==> src/rtl/dmg_serial_pkg.sv <==
// rtl/dmg_serial_pkg.sv - shared constants and types for the DMG serial port
package dmg_serial_pkg;

  localparam logic [15:0] SB_ADDR = 16'hFF01;
  localparam logic [15:0] SC_ADDR = 16'hFF02;

  // Position of the serial request in the CPU interrupt trigger vector
  localparam int IRQ_BIT_SERIAL = 3;

  typedef enum logic [1:0] {
    IDLE     = 2'd0,
    SHIFT_LO = 2'd1,
    SHIFT_HI = 2'd2
  } state_e;

endpackage

==> src/rtl/dmg_sync_edge.sv <==
// rtl/dmg_sync_edge.sv - two-flop synchronizer with rise/fall edge pulses
module dmg_sync_edge (
  input  logic clk,
  input  logic rst_n,
  input  logic sck,
  output logic rise,
  output logic fall
);

  // sync[1:0] is the metastability chain, sync[2] holds the previous clean level
  logic [2:0] sync;

  // Shift the asynchronous clock through the chain; idle level is high
  always_ff @(posedge clk or negedge rst_n) begin
    if (!rst_n) begin
      sync <= 3'b111;
    end else begin
      sync <= {sync[1:0], sck};
    end
  end

  assign rise = sync[1] & ~sync[2];
  assign fall = ~sync[1] & sync[2];

endmodule

==> src/rtl/dmg_serial.sv <==
// rtl/dmg_serial.sv - DMG serial port: SB/SC registers and 8-bit shift engine
module dmg_serial
  import dmg_serial_pkg::*;
#(
  parameter int DIV_HALF = 256
) (
  input  logic        CLK,
  input  logic        nRESET,
  input  logic [15:0] ADDR,
  input  logic [7:0]  WDATA,
  input  logic        WR_STB,
  input  logic        RD_STB,
  output logic [7:0]  RDATA,
  output logic        SEL,
  input  logic        SIN,
  output logic        SOUT,
  input  logic        SCK_IN,
  output logic        SCK_OUT,
  output logic        IRQ_SERIAL,
  output logic [7:0]  TX_BYTE,
  output logic        TX_VALID
);

  localparam int DW = (DIV_HALF > 1) ? $clog2(DIV_HALF) : 1;
  localparam logic [DW-1:0] DIV_LAST = DW'(DIV_HALF - 1);

  state_e        state;
  logic [7:0]    sb;
  logic [7:0]    tx_latch;
  logic          busy;
  logic          clksel;
  logic [3:0]    bit_cnt;
  logic [DW-1:0] div_cnt;
  logic          ext_rise;
  logic          ext_fall;
  logic          wr_sb;
  logic          wr_sc;
  logic          phase_end;
  logic          done;
  logic          unused_rd;

  // Reads are side-effect free, so the strobe is intentionally not consumed
  assign unused_rd = RD_STB;

  assign wr_sb     = WR_STB && (ADDR == SB_ADDR);
  assign wr_sc     = WR_STB && (ADDR == SC_ADDR);
  assign phase_end = (div_cnt == DIV_LAST);
  assign done      = (state == SHIFT_HI) && (bit_cnt == 4'd8);
  assign SEL       = (ADDR == SB_ADDR) || (ADDR == SC_ADDR);

  dmg_sync_edge u_sync (
    .clk   (CLK),
    .rst_n (nRESET),
    .sck   (SCK_IN),
    .rise  (ext_rise),
    .fall  (ext_fall)
  );

  // Register read mux; unused SC bits read as ones
  always_comb begin
    RDATA = 8'hFF;
    if (ADDR == SB_ADDR) begin
      RDATA = sb;
    end else if (ADDR == SC_ADDR) begin
      RDATA = {busy, 6'b111111, clksel};
    end
  end

  // Shift FSM; an SC write is applied after the FSM so completion is reported first
  always_ff @(posedge CLK or negedge nRESET) begin
    if (!nRESET) begin
      state      <= IDLE;
      sb         <= 8'h00;
      tx_latch   <= 8'h00;
      busy       <= 1'b0;
      clksel     <= 1'b0;
      bit_cnt    <= 4'd0;
      div_cnt    <= '0;
      SOUT       <= 1'b1;
      SCK_OUT    <= 1'b1;
      IRQ_SERIAL <= 1'b0;
      TX_VALID   <= 1'b0;
      TX_BYTE    <= 8'h00;
    end else begin
      IRQ_SERIAL <= 1'b0;
      TX_VALID   <= 1'b0;

      if (wr_sb && !busy) begin
        sb <= WDATA;
      end

      case (state)
        IDLE: begin
          div_cnt <= '0;
          if (busy) begin
            state   <= SHIFT_LO;
            SCK_OUT <= !clksel;
            SOUT    <= sb[7];
          end
        end
        SHIFT_LO: begin
          if (clksel) begin
            if (phase_end) begin
              state   <= SHIFT_HI;
              SCK_OUT <= 1'b1;
              sb      <= {sb[6:0], SIN};
              bit_cnt <= bit_cnt + 4'd1;
              div_cnt <= '0;
            end else begin
              div_cnt <= div_cnt + 1'b1;
            end
          end else begin
            if (ext_fall) begin
              SOUT <= sb[7];
            end
            if (ext_rise) begin
              state   <= SHIFT_HI;
              sb      <= {sb[6:0], SIN};
              bit_cnt <= bit_cnt + 4'd1;
            end
          end
        end
        SHIFT_HI: begin
          if (done) begin
            state      <= IDLE;
            busy       <= 1'b0;
            bit_cnt    <= 4'd0;
            div_cnt    <= '0;
            SCK_OUT    <= 1'b1;
            IRQ_SERIAL <= 1'b1;
            TX_VALID   <= 1'b1;
            TX_BYTE    <= tx_latch;
          end else if (clksel) begin
            if (phase_end) begin
              state   <= SHIFT_LO;
              SCK_OUT <= 1'b0;
              SOUT    <= sb[7];
              div_cnt <= '0;
            end else begin
              div_cnt <= div_cnt + 1'b1;
            end
          end else if (ext_fall) begin
            state <= SHIFT_LO;
            SOUT  <= sb[7];
          end
        end
        default: state <= IDLE;
      endcase

      if (wr_sc) begin
        clksel <= WDATA[0];
        if (WDATA[7]) begin
          // Start or restart from bit 0 with the current SB contents
          busy     <= 1'b1;
          bit_cnt  <= 4'd0;
          div_cnt  <= '0;
          tx_latch <= sb;
          state    <= IDLE;
          SCK_OUT  <= 1'b1;
        end else if (busy) begin
          // Abort: SB keeps whatever has been shifted so far
          busy    <= 1'b0;
          bit_cnt <= 4'd0;
          div_cnt <= '0;
          state   <= IDLE;
          SCK_OUT <= 1'b1;
        end
      end
    end
  end

endmodule

==> config.mk <==
export PLATFORM = sky130hd
export DESIGN_NAME = dmg_serial
export DESIGN_NICKNAME = d
export VERILOG_FILES = /design/src/rtl/dmg_serial_pkg.sv /design/src/rtl/dmg_sync_edge.sv /design/src/rtl/dmg_serial.sv
export SDC_FILE = /design/constraint.sdc
export NUM_CORES = 1
export LEC_CHECK = 0
export ABC_AREA = 1
export BUFFER_PORTS_ARGS = -buffer_cell sky130_fd_sc_hd__buf_2
export CORE_MARGIN = 5
export CORE_UTILIZATION = 56
export CTS_BUF_LIST = sky130_fd_sc_hd__clkbuf_16
export DETAILED_ROUTE_END_ITERATION = 8
export PLACE_DENSITY = 0.8
export SKIP_CTS_REPAIR_TIMING = 1
export SLEW_MARGIN = 15
export SYNTH_ARGS = -nofsm -noshare
export SYNTH_HDL_FRONTEND = slang
export SYNTH_HIERARCHICAL = 1
export SYNTH_SLANG_ARGS = --single-unit
export TNS_END_PERCENT = 10
==> constraint.sdc <==
create_clock -name CLK -period 1.75 [get_ports CLK]
set_input_delay 0.35 -clock CLK [delete_from_list [all_inputs] [get_ports CLK]]
set_output_delay 0.35 -clock CLK [all_outputs]
set_load 0.01 [all_outputs]
# Word-level counts from Yosys, hierarchy flattened
# Index checks and enable logic that the tools add are counted.
# Widths: inputs -> output; s select.
# word_totals
wordCells	98
n_memories	0
latch_bits	0
ramBits	0
output_inout_bits	21
input_bits	30
rom_bits	0
register_bits	46
# classes
n_lt_le_gt_ge	0
n_reduce_logical	12
mux	58
bitwise_logic	4
n_div	0
addsub	2
multipliers	0
shifts	0
n_eq_ne	10
# ops
cell	count
$mux 8	13
$eq 16x16->1 const B	2
$mux 4	7
$pmux 8 s3	1
$mux 1	22
$mux 2	11
$add 8x1->8 const B	1
$eq 8x8->1 const B	1
$pmux 4 s2	1
$ne 2x2->1 const B	3
$pmux 1 s3	2
$pmux 2 s3	1
$reduce_and 5->1	1
$add 4x1->4 const B	1
$eq 4x4->1 const B	1
$logic_and 1x1->1	4
$reduce_and 2->1	2
$ne 3x3->1 const B	1
$reduce_bool 3->1	1
$and 1x1->1	2
$eq 2x1->1 const B	1
$eq 2x2->1 const B	1
$logic_not 1->1	2
$logic_not 2->1	1
2 further kinds	3

# Logic depth before layout (Yosys ltp)
# Gate-level depths: netlist of run 1.
# depth
word_depth	9
depth_mapped	11
depth_no_buf	11

# Hierarchy
# The synthesis of run 1 kept the hierarchy.
# modules_own_cells
mod	n_inst	cells_per_inst	area_per_inst_um2
dmg_serial	1	363	2678.8
dmg_sync_edge	1	7	93.8

# Least setup slack after synthesis of run 1
# Ideal clock, no wire load.
# synth_path
kind	register to register
startpoint	reg state[0]
endpoint	reg bit_cnt[0]
setup_slack_ns	0.171
stages_incl_launch_ff	12
path_buffers	0
arrival_time_ns	1.460
cell_sequence	dfrtp_1 > inv_1 > ha_1 > nand2_1 > inv_1 > nand2_1 > nand2_1 > inv_1 > nor2_1 > nand2_1 > a21oi_1 > nor2_1
# synth_between
elab_chain_cells	7
# synth_lines
item	line_no	text
start: declaration	dmg_serial.sv:27	state_e state;
start signal: assignment	dmg_serial.sv:72	state <= IDLE;
start signal: assignment	dmg_serial.sv:96	state <= SHIFT_LO;
start signal: assignment	dmg_serial.sv:104	state <= SHIFT_HI;
$eq 2x2->1	dmg_serial.sv:48, dmg_serial.sv:92	
$logic_and 1x1->1	dmg_serial.sv:48	assign done = (state == SHIFT_HI) && (bit_cnt == 4'd8);
$mux 4	dmg_serial.sv:124	if (done) begin
$pmux 4 s2 (*)	dmg_serial.sv:92	case (state)
$mux 4	dmg_serial.sv:160	end else if (busy) begin
$mux 4	dmg_serial.sv:152	if (WDATA[7]) begin
$mux 4 (*)	dmg_serial.sv:150	if (wr_sc) begin
end signal: assignment	dmg_serial.sv:107	bit_cnt <= bit_cnt + 4'd1;
end signal: assignment	dmg_serial.sv:119	bit_cnt <= bit_cnt + 4'd1;
end: declaration	dmg_serial.sv:32	logic [3:0] bit_cnt;
# Mark *: on every way between the ends. The rest lies on a longest branch, timed or not.
# A chain may end at the register's enable or synchronous reset.

# Final worst setup path of run 1
# layout_path
startpoint	in ADDR[3]
endpoint	out RDATA[0]
# layout_between
elab_chain_cells	3
# layout_lines
item	line_no	text
start: declaration	dmg_serial.sv:9	input logic [15:0] ADDR,
$eq 16x16->1	dmg_serial.sv:64	end else if (ADDR == SC_ADDR) begin
$mux 8	dmg_serial.sv:64	
$mux 8 (*)	dmg_serial.sv:62	if (ADDR == SB_ADDR) begin
end: declaration	dmg_serial.sv:13	output logic [7:0] RDATA,
# Marks and branches as above.

==> run metrics, run 1 <==
run status=completed; Slew HR=0.5426; Yosys warnings=6; count of buffers from port buffering=49; clock input transition at the sequential cells of the worst setup and hold paths=0.07 ns; Int Power=1665 uW; clock latency on the worst-skew pair=0.28 ns; post-place setup slack=0.02973 ns; Worst R2R Start=state[0]$_DFF_PN0_; total power divided by cell area=643.0 mW/mm^2; number of cells produced by synthesis=370; routed via count=2,556; Ports=51; y dimension of the die=80.37 um; Combinational Power Share=0.055; clock sinks=46; maximum number of pins on one net before global-route repair=29; endpoint kind of the worst setup timing path=output pin; overall power of the completed layout=2167 uW; post-synthesis instance area=0.002773 mm^2; f_max=0.5941 GHz; crit start category=input pin; RSZ-0062 raised after global routing=yes; Hold Violations, Final=0; peak ir drop on the vdd network=0.4907 mV; Area after DPL=0.003188 mm^2; path category of the worst min-delay check=input pin to asynchronous set/reset pin; placed wire-length estimate=4838 um; global-route wire length before repair=11,380 um; switching share of power=0.2318; standard-cell row count=25; n_diodes=0; Initial DRC Count=207; flop-to-flop setup slack=0.11 ns; TritonCTS clock tree=done; Netlist cell types=33; R2R depth=11; sequential power share=0.503; number of nets in the final layout=475; total count of max-transition violations in the final report=0; routed wire length=6422 um; largest fanout of any net on the critical path=4; final worst-path cycle share=0.9619; number of buffers on the longest clock path=2; reported max-cap violation count=0; Worst Setup Path Type=input pin to output pin; critical register-to-register path endpoint=div_cnt[7]$_DFF_PN0_; total iterations of the first detailed-routing run=4; # DRC=0; average wire length per cell after detail routing=12.72 um; net switching power figure=502.4 uW; worst clock skew=0.003443 ns; maximum level of the CTS H-tree=2; clock root buffer master=clkbuf_16; core occupancy in the finished layout=0.7089; Clock Power Share=0.442; sequential element share of the synthesized area=0.4174; initial standard-cell utilization of the core=0.5832; total routing usage reported by global routing=0.2238; antenna violations before repair=0; number of buffers inserted during clock tree synthesis=5; number of vias per cell=5.061; Critical Path RT=1.40 ns; placeable core region=0.004755 mm^2; final instance area=0.003371 mm^2; layout cell share with drive strength beyond 1=0.2694; number of global-route vias before repair=2,518; Die W=80.37 um; Detail Route Antenna Nets=0; transition at the pin with the smallest max-transition slack=0.6831 ns; number of synthesized register bits=46; arrival time worst endpoint=1.33 ns; area of the die=0.006459 mm^2; Worst setup startpoint=ADDR[3]; clock period minus final worst setup slack=1.683 ns; P_leak=0.001760 uW; area delta synth->final=21.57%; final global-route overflow total=0; setup-violating endpoint count in the final report=0; synthesized area per cell=7.494 um^2; synthesized net count=408; fin worst setup slack=0.06672 ns; final weighted congestion in routability-driven placement=0.9330
[synthesized netlist by cell type (all sizes together)]
library cell / count / share of area
clkinv: 1 / 0.0014
nor2: 37 / 0.065
or2: 1 / 0.0023
dfrtp: 41 / 0.37
nand3: 33 / 0.069
o211ai: 2 / 0.0054
o21ai: 23 / 0.052
nand4: 14 / 0.032
dfstp: 5 / 0.047
xnor2: 1 / 0.0032
xor2: 4 / 0.013
buf: 6 / 0.017
nand3b: 1 / 0.0027
a31oi: 1 / 0.0023
a2bb2oi: 1 / 0.0032
a21oi: 11 / 0.021
inv: 53 / 0.072
nor3: 5 / 0.011
ha: 8 / 0.036
nand2: 122 / 0.17
[how the worst max path moves through the flow]
| stage | slack, ns | endpoint |
|---|---|---|
| after CTS | -0.02 | div_cnt[7]$_DFF_PN0_ |
| after detailed placement | 0.03 | RDATA[7] |
| after floorplan | 0.17 | bit_cnt[0]$_DFF_PN0_ |
| after global routing | -0.007 | RDATA[7] |
| final | 0.07 | RDATA[0] |
| after global placement | 0.02 | RDATA[7] |
[cell type report]
class	instances	area, um^2
multi-input cells	264	1391
fillers	394	1384
flip-flops and latches	46	1157
repair buffers	66	385.4
inverters	54	202.7
clock buffers	5	125.1
well taps	67	83.83
clock inverters	3	25.02
[critical path: stages]
cell and delay [ns]:
buf_2 0.09, nor2_1 0.15, nand4_1 0.19, nor2_4 0.16, nand3_1 0.09, o21ai_1 0.10, inv_1 0.06, buf_2 0.14
[per-stage QoR]
| stage | cells | setup TNS [ns] | hold slack [ns] |
|---|---|---|---|
| 2_1_floorplan | 370 | 0 | 0.05441 |
| 3_3_place_gp | 496 | 0 | 0.3183 |
| 3_5_place_dp | 496 | 0 | 0.3183 |
| 4_1_cts | 504 | -0.02013 | 0.01541 |
| 5_1_grt | 505 | -0.006916 | 0.03363 |
| 6_report | 505 | 0 | 0.0003563 |
[cells by family (layout without fill, tap and decap cells)]
| group | after synthesis | count (layout) | share of synthesized area |
|---|---|---|---|
| and+or+nand+nor | 213 | 213 | 0.3565 |
| xor gates and xnor gates | 5 | 5 | 0.01579 |
| adders and majority gates | 8 | 8 | 0.03610 |
| DFF | 46 | 46 | 0.4174 |
| AOI/OAI and AO/OA | 38 | 38 | 0.08439 |
| buffers and inverters | 60 | 128 | 0.08980 |
[flip-flops by register name, indices dropped and copies added, names as in the netlist]
name,cells
SCK_OUT,1
SOUT,1
TX_BYTE,8
TX_VALID,1
bit_cnt,4
busy,1
clksel,1
div_cnt,8
sb,8
state,2
tx_latch,8
u_sync/sync,3
[power groups by stage]
stage | registers [uW] | logic [uW] | clock network [uW]
2_1_floorplan | 1110 | 42.5 | 0
3_3_place_gp | 1110 | 117 | 0
3_5_place_dp | 1110 | 119 | 0
4_1_cts | 1090 | 120 | 968
5_1_grt | 1090 | 137 | 1050
6_report | 1090 | 119 | 958
[metal layers]
metal / part of all wire / GRT usage / up-vias
met3: 0.050 / 0.03812 / 6
met4: 0.015 / 0.06588 / 0
met1: 0.47 / 0.3049 / 1172
met2: 0.47 / 0.3651 / 70
li1: - / - / 1308
met5: 0 / 0 / -
[cell usage in the layout, fill, tap and decap left out, types with 2 or more instances in the layout]
master     count
nand3_1       29
clkbuf_16      5
nand2_4        2
xor2_1         4
o21ai_0       12
o21ai_2        8
nor3_1         4
nor2_4         6
dfrtp_1       41
buf_2         49
nand4_1       14
a21oi_1       10
nand2_1      111
nand3_2        3
nor2_1        28
inv_1         49
o211ai_1       2
dfstp_2        5
buf_4         16
nor2_2         3
inv_2          4
ha_1           7
nand2_2        9
o21ai_1        3
No activity file was read; power rests on OpenSTA's default activity.
==> run 2, diff against run 1 <==
--- a/config.mk
+++ b/config.mk
@@ -5,10 +5,10 @@
 export SDC_FILE = /design/constraint.sdc
 export NUM_CORES = 1
 export LEC_CHECK = 0
-export ABC_AREA = 1
+export ABC_AREA = 0
 export BUFFER_PORTS_ARGS = -buffer_cell sky130_fd_sc_hd__buf_2
 export CORE_MARGIN = 5
-export CORE_UTILIZATION = 56
+export CORE_UTILIZATION = 55
 export CTS_BUF_LIST = sky130_fd_sc_hd__clkbuf_16
 export DETAILED_ROUTE_END_ITERATION = 8
 export PLACE_DENSITY = 0.8
==> run 2 against run 1 <==
Register-to-register slack lost 0.13 ns. Non-clock buffer count up 25. The run now ends with negative setup slack left. Maximum frequency is 25% lower. Largest power group is now combinational cells. Flip-flop and latch count unchanged. Cell count shrank 24%. Clock skew rose by 0.0011 ns. Die area down 5.9%. Count of clock-buffer cells in the layout did not move. Sequential share of layout area up 0.33 points. Clock power is essentially flat. Sequential power up 32%. Synthesized cell count shrank 34%.
==> run metrics, run 2 <==
run status=complete, but fails checks; failing checks=negative setup slack; P_leak=0.001540 uW (-13%); global-route wire length before repair=10,480 um (-7.9%); Critical Path RT=1.40 ns (about the same); core occupancy in the finished layout=0.7562 (+0.04729); synthesized area per cell=10.32 um^2 (+38%); global routing met1 resource utilization=0.2872 (-0.01769); number of buffers on the longest clock path=2 (unchanged); final weighted congestion in routability-driven placement=0.9023 (-3.3%); global-route track usage on met2=0.3339 (-0.03118); y dimension of the die=77.96 um (-3.0%); clock sinks=46 (unchanged); routed wire length=6391 um (-0.48%); endpoint kind of the worst setup timing path=output pin; most instantiated cells after synthesis=dfrtp_1, mux2_2, nand2_1; maximum level of the CTS H-tree=2 (unchanged); TritonCTS clock tree=done; largest fanout of any net on the critical path=4 (unchanged); overall power of the completed layout=3897 uW (+80%); fill cell total of the finished layout=285 (-28%); largest stage delay on the critical path=0.55 ns (+0.36 ns); Initial DRC Count=148 (-29%); Yosys warnings=6 (unchanged); clock latency on the worst-skew pair=0.29 ns (about the same); clock input transition at the sequential cells of the worst setup and hold paths=0.07 ns (about the same); Netlist cell types=52 (+58%); most used standard cell by instance count after synthesis=dfrtp_1; clock root buffer master=clkbuf_16; RSZ-0062 raised after global routing=yes; peak ir drop on the vdd network=0.6287 mV (+28%); initial standard-cell utilization of the core=0.5754 (-0.007761); Hold Violations, Final=0 (unchanged); number of cells produced by synthesis=246 (-34%); routed via count=2,367 (-7.4%); number of buffers inserted during clock tree synthesis=5 (unchanged); fin worst setup slack=-0.5000 ns (-0.5667 ns); n_diodes=0 (unchanged); crit start category=input pin; total iterations of the first detailed-routing run=5 (+1); maximum number of pins on one net before global-route repair=47 (+62%); synthesized net count=284 (-30%); Crit path max-delay family=simple AND/OR/NAND/NOR gates; cell type of the slowest stage on the worst timing path=or4_4; sequential element share of the synthesized area=0.4557 (+0.03825); average wire length per cell after detail routing=16.60 um (+31%); biggest area contributors in the synthesized netlist=dfrtp_1, mux2_2, dfstp_2; area delta synth->final=31.43%; layout cell share with drive strength beyond 1=0.4024 (+0.1330); setup-violating endpoint count in the final report=34 (+34); worst hold margin=0.03542 ns (+0.03506 ns); total count of max-transition violations in the final report=0 (unchanged); Slew HR=0.6675 (+0.1249); final global-route overflow total=0 (unchanged); Detail Route Antenna Nets=0 (unchanged); arrival time worst endpoint=1.90 ns (+0.57 ns); Cell Chain, Critical Path=buf_6 -> or4_4 -> or4_4 -> o22a_1 -> buf_2; grt peak-use layer=met2; number of synthesized register bits=46 (unchanged); path category of the worst min-delay check=input pin to asynchronous set/reset pin; Die W=77.96 um (-3.0%); clock period minus final worst setup slack=2.250 ns (+0.5667 ns); number of nets in the final layout=370 (-22%); most used flip-flop cell after synthesis=dfrtp_1; Worst Setup Path Type=input pin to output pin; f_max=0.4445 GHz (-25%); final worst-path cycle share=1.286 (+0.3238); area of the die=0.006077 mm^2 (-5.9%); proportion of register bits with asynchronous set or reset after synthesis=1.000 (unchanged); leading area contributor after synthesis=dfrtp_1; worst clock skew=0.004509 ns (+0.001066 ns); number of global-route vias before repair=2,255 (-10%); Area after DPL=0.003104 mm^2 (-2.6%); transition at the pin with the smallest max-transition slack=0.4969 ns (-0.1863 ns); EDFF count, synth=0 (unchanged); standard-cell row count=24 (-4.0%); post-synthesis instance area=0.002540 mm^2 (-8.4%); final instance area=0.003338 mm^2 (-0.97%); total power divided by cell area=1167 mW/mm^2 (+82%); cell repeated most along the worst path=or4_4; antenna violations before repair=0 (unchanged); number of vias per cell=6.148 (+21%); Ports=51 (unchanged); # DRC=0 (unchanged); routing usage on met3=0.03356 (-0.004552); leading cell type in the layout, fill and taps excluded=buf_2; crit path buf inv count=2 (-1); share of the synthesized area in the top cell type=0.4039 (+0.03390); count of buffers from port buffering=49 (unchanged); commonest non-fill, non-tap cells in the layout=buf_2, dfrtp_1, buf_4, mux2_2, nand2_1; reported max-cap violation count=0 (unchanged); placeable core region=0.004414 mm^2 (-7.2%); placed wire-length estimate=4476 um (-7.5%); total routing usage reported by global routing=0.2106 (-0.01323)
run 2: changes by cell type in the layout (fill, tap and decap cells not counted), sizes merged, moves of 7 or more:
cell and change:
nand2 -106, inv -41, buf +25, a2bb2oi +7, a32oi +9, mux2 +17
nor2 -29, nand4 -12, o21ai -8, nand3 -25, nand2b +8
run 2: worst paths after layout:
kind,from,end,slack (ns),cells past startpoint
min reg2reg,u_sync/sync[0]$_DFF_PN1_,u_sync/sync[1]$_DFF_PN1_,0.36,0
max in group asynchronous,nRESET,SOUT$_DFFE_PN1P_,1.45,2
min,nRESET,div_cnt[7]$_DFF_PN0_,0.04,2
max reg2reg,div_cnt[0]$_DFF_PN0_,state[0]$_DFF_PN0_,-0.02,7
max,ADDR[4],RDATA[0],-0.50,5
min in group CLK,SCK_IN,u_sync/sync[0]$_DFF_PN1_,0.16,1
run 2: where the power goes:
group / leakage [uW] / internal, uW / total [uW] / switching (uW)
registers: 0.000587 / 1260 / 1440 / 178
logic: 0.000883 / 666 / 1500 / 833
clock network: 0.0000704 / 537 / 956 / 419
run 2: layout make-up:
class / count / area, um^2 / share of cell area
timing repair buffer: 91 / 595.6 / 0.1784
inverter: 12 / 45.04 / 0.01349
clock buffer: 5 / 125.1 / 0.03748
tap: 52 / 65.06 / 0.01949
multi-input combinational: 176 / 1325 / 0.3969
clock inverter: 3 / 25.02 / 0.007496
sequential: 46 / 1157 / 0.3467
run 2: kinds of logic (layout without fill, tap and decap cells):
group | after synthesis | in the layout | synth area share
buffers and inverters | 24 | 111 | 0.04039
XOR/XNOR | 5 | 5 | 0.01724
AND/OR/NAND/NOR | 77 | 77 | 0.1803
adder cells (fa/ha/maj) | 8 | 8 | 0.03941
flip-flops | 46 | 46 | 0.4557
multiplexers | 17 | 17 | 0.07537
AO/OA/AOI/OAI | 69 | 69 | 0.1916
run 2: through the flow:
| stage | setup TNS (ns) | cells | worst slack (ns) |
|---|---|---|---|
| after floorplan | -6.763 | 246 | -0.3650 |
| after global placement | -11.78 | 371 | -0.4844 |
| after detailed placement | -12.25 | 371 | -0.5304 |
| after CTS | -3.739 | 379 | -0.5335 |
| after global routing | -8.569 | 385 | -0.5391 |
| final | -6.568 | 385 | -0.5000 |
run 2: per-layer routing:
metal	vias to the layer above	wire [um]
li1	1107	-
met1	1138	2684
met2	110	3146
met3	12	439
met4	0	121
met5	-	0
run 2: worst register-to-register path: stages (launching register included):
cell,delay [ns]
dfrtp_1,0.38
ha_1,0.21
and4_1,0.24
buf_4,0.16
a21oi_1,0.17
buf_4,0.17
nand3_1,0.08
a311oi_1,0.25
==> run 3, diff against run 2 <==
--- a/config.mk
+++ b/config.mk
@@ -8,14 +8,13 @@
 export ABC_AREA = 0
 export BUFFER_PORTS_ARGS = -buffer_cell sky130_fd_sc_hd__buf_2
 export CORE_MARGIN = 5
-export CORE_UTILIZATION = 55
+export CORE_UTILIZATION = 54
 export CTS_BUF_LIST = sky130_fd_sc_hd__clkbuf_16
 export DETAILED_ROUTE_END_ITERATION = 8
-export PLACE_DENSITY = 0.8
+export PLACE_DENSITY = 0.79
 export SKIP_CTS_REPAIR_TIMING = 1
 export SLEW_MARGIN = 15
 export SYNTH_ARGS = -nofsm -noshare
 export SYNTH_HDL_FRONTEND = slang
-export SYNTH_HIERARCHICAL = 1
 export SYNTH_SLANG_ARGS = --single-unit
 export TNS_END_PERCENT = 10
==> run 3 against run 2 <==
Maximum frequency rose by 3.9%. Sequential share of layout area increased by 0.78 points. Critical path depth is 2 higher. Clock skew increased by 0.0024 ns. The flow still finishes with violations (negative setup slack). Die area is 0.83% lower. Non-clock buffer count down 10. Critical path type unchanged. Register-to-register slack lost 0.06 ns. Flip-flop and latch count unchanged. Clock power is 0.7% higher.
==> run metrics, run 3 <==
run status=complete, but fails checks; failing checks=negative setup slack; peak ir drop on the vdd network=0.5291 mV (-16%); standard-cell row count=24 (unchanged); Critical Path RT=1.40 ns (about the same); final worst-path cycle share=1.238 (-0.04803); worst clock skew=0.006897 ns (+0.002388 ns); clock root buffer master=clkbuf_16; setup-violating endpoint count in the final report=21 (-38%); routed wire length=6267 um (-1.9%); number of buffers on the longest clock path=2 (unchanged); crit path buf inv count=3 (+1); fin worst setup slack=-0.4159 ns (+0.08405 ns); global-route wire length before repair=10,250 um (-2.2%); number of global-route vias before repair=2,204 (-2.3%); crit start category=input pin; Die W=77.63 um (-0.42%); leading cell type in the layout, fill and taps excluded=buf_2; reported max-cap violation count=0 (unchanged); initial standard-cell utilization of the core=0.5634 (-0.01204); EDFF count, synth=0 (unchanged); Crit path max-delay family=simple AND/OR/NAND/NOR gates; synthesized area per cell=9.762 um^2 (-5.4%); fill cell total of the finished layout=302 (+6.0%); antenna violations before repair=0 (unchanged); TritonCTS clock tree=done; routed via count=2,244 (-5.2%); post-synthesis instance area=0.002470 mm^2 (-2.8%); placed wire-length estimate=4376 um (-2.2%); maximum level of the CTS H-tree=2 (unchanged); layout cell share with drive strength beyond 1=0.3754 (-0.02703); Netlist cell types=50 (-3.8%); synthesized net count=291 (+2.5%); Slew HR=0.6372 (-0.03029); average wire length per cell after detail routing=16.28 um (-1.9%); # DRC=0 (unchanged); clock input transition at the sequential cells of the worst setup and hold paths=0.07 ns (about the same); count of buffers from port buffering=49 (unchanged); n_diodes=0 (unchanged); most instantiated cells after synthesis=dfrtp_1, nand2_1, a21oi_1; clock sinks=46 (unchanged); biggest area contributors in the synthesized netlist=dfrtp_1, nand2_1, dfstp_2; Detail Route Antenna Nets=0 (unchanged); total power divided by cell area=686.8 mW/mm^2 (-41%); cell type of the slowest stage on the worst timing path=or4_4; multi-input logic area=0.001306 mm^2 (-1.4%); number of buffers inserted during clock tree synthesis=5 (unchanged); y dimension of the die=77.63 um (-0.42%); largest stage delay on the critical path=0.55 ns (about the same); path category of the worst min-delay check=input pin to asynchronous set/reset pin; Initial DRC Count=293 (+98%); sequential power share=0.493 (+0.123); worst hold margin=0.01828 ns (-0.01714 ns); final weighted congestion in routability-driven placement=0.8990 (-0.37%); commonest non-fill, non-tap cells in the layout=buf_2, nand2_1, dfrtp_1, buf_4, a21oi_1; arrival time worst endpoint=1.82 ns (-0.08 ns); most used flip-flop cell after synthesis=dfrtp_1; Ports=51 (unchanged); area taken by flip-flops and latches=0.001160 mm^2 (+0.22%); area delta synth->final=32.47%; most used standard cell by instance count after synthesis=dfrtp_1; number of nets in the final layout=370 (unchanged); total count of max-transition violations in the final report=0 (unchanged); number of vias per cell=5.829 (-5.2%); P_leak=0.001579 uW (+2.5%); clock period minus final worst setup slack=2.166 ns (-0.08404 ns); total routing usage reported by global routing=0.2077 (-0.002807); total iterations of the first detailed-routing run=4 (-1); maximum number of pins on one net before global-route repair=27 (-43%); transition at the pin with the smallest max-transition slack=0.5385 ns (+0.04158 ns); Cell Chain, Critical Path=buf_6 -> or4_4 -> nor4_4 -> buf_4 -> nand3b_1 -> o22a_1 -> buf_2; Yosys warnings=0 (-6); number of cells produced by synthesis=253 (+2.8%); proportion of register bits with asynchronous set or reset after synthesis=1.000 (unchanged); sequential element share of the synthesized area=0.4686 (+0.01293); clock latency on the worst-skew pair=0.29 ns (about the same); total placed cells including tap cells=377 (+1.6%); Final Instance Count excl. Fillers=385 (unchanged); Int Power=1713 uW (-31%); f_max=0.4617 GHz (+3.9%); Clock Power Share=0.429 (+0.184); placeable core region=0.004384 mm^2 (-0.68%); largest fanout of any net on the critical path=4 (unchanged); area of the die=0.006026 mm^2 (-0.83%); final global-route overflow total=0 (unchanged); net switching power figure=533.7 uW (-63%); leading area contributor after synthesis=dfrtp_1; Hold Violations, Final=0 (unchanged); switching share of power=0.2375 (-0.1295); number of synthesized register bits=46 (unchanged); endpoint kind of the worst setup timing path=output pin; post-place setup slack=-0.4304 ns (+0.1000 ns); share of the synthesized area in the top cell type=0.4154 (+0.01146); Combinational Power Share=0.078 (-0.307); RSZ-0062 raised after global routing=yes; Worst Setup Path Type=input pin to output pin
-- run 3: changes by cell type in the layout (fill, tap and decap cells not counted), moves of 9 or more --
cell | before | now
mux2_2 | 17 | 7
buf_4 | 39 | 27
a32oi_1 | 9 | 0
buf_6 | 2 | 11
nand2_1 | 16 | 40
nor2_1 | 7 | 19
a21oi_1 | 10 | 21
-- run 3: logic make-up after synthesis --
group	after synthesis	synth area share
AO/OA/AOI/OAI	50	0.1343
adder cells (fa/ha/maj)	8	0.04053
XOR/XNOR	5	0.01773
buffers and inverters	18	0.02938
multiplexers	17	0.07295
AND/OR/NAND/NOR	109	0.2366
flip-flops	46	0.4686
-- run 3: path summary, 6_finish.rpt --
check / to / from / depth (start not counted) / slack (ns)
max in group asynchronous: u_sync.sync[1]$_DFF_PN1_ / nRESET / 2 / 1.14
worst max-delay path: RDATA[0] / ADDR[3] / 7 / -0.42
min in group CLK: u_sync.sync[0]$_DFF_PN1_ / SCK_IN / 1 / 0.16
worst min-delay path: div_cnt[5]$_DFF_PN0_ / nRESET / 1 / 0.02
worst max register to register: state[1]$_DFF_PN0_ / u_sync.sync[1]$_DFF_PN1_ / 3 / -0.08
worst min register to register: u_sync.sync[1]$_DFF_PN1_ / u_sync.sync[0]$_DFF_PN1_ / 0 / 0.36
-- run 3: stage by stage --
step                instance area [um^2]    util  TNS [ns]  total power [uW]
floorplan                           2494       -    -2.895              1195
global placement                    3018  0.6884    -12.74              1291
detailed placement                  3018  0.6884    -13.66              1297
CTS                                 3168  0.7226    -4.854              2252
global route                        3272  0.7463    -6.184              2339
finish                              3272  0.7463    -4.061              2247
-- run 3: per-layer routing --
metal,vias up,track usage,share of wire
li1,1065,-,-
met1,1076,0.2794,0.42
met2,90,0.3314,0.50
met3,13,0.04051,0.059
met4,0,0.07904,0.025
met5,-,0,0
-- run 3: power by group through the flow --
stage / combinational, uW / sequential, uW / clock, uW
3_3_place_gp: 166 / 1120 / 0
4_1_cts: 171 / 1110 / 974
6_report: 176 / 1110 / 963
5_1_grt: 199 / 1110 / 1030
3_5_place_dp: 171 / 1130 / 0
2_1_floorplan: 68.3 / 1130 / 0
-- run 3: final cells by class --
type                            count  share of cell area
Timing Repair Buffer               81              0.1702
Inverter                            9             0.01033
Clock buffer                        5             0.03824
Sequential cell                    46              0.3545
Clock inverter                      3            0.007648
Multi-Input combinational cell    189              0.3992
Tap cell                           52             0.01989
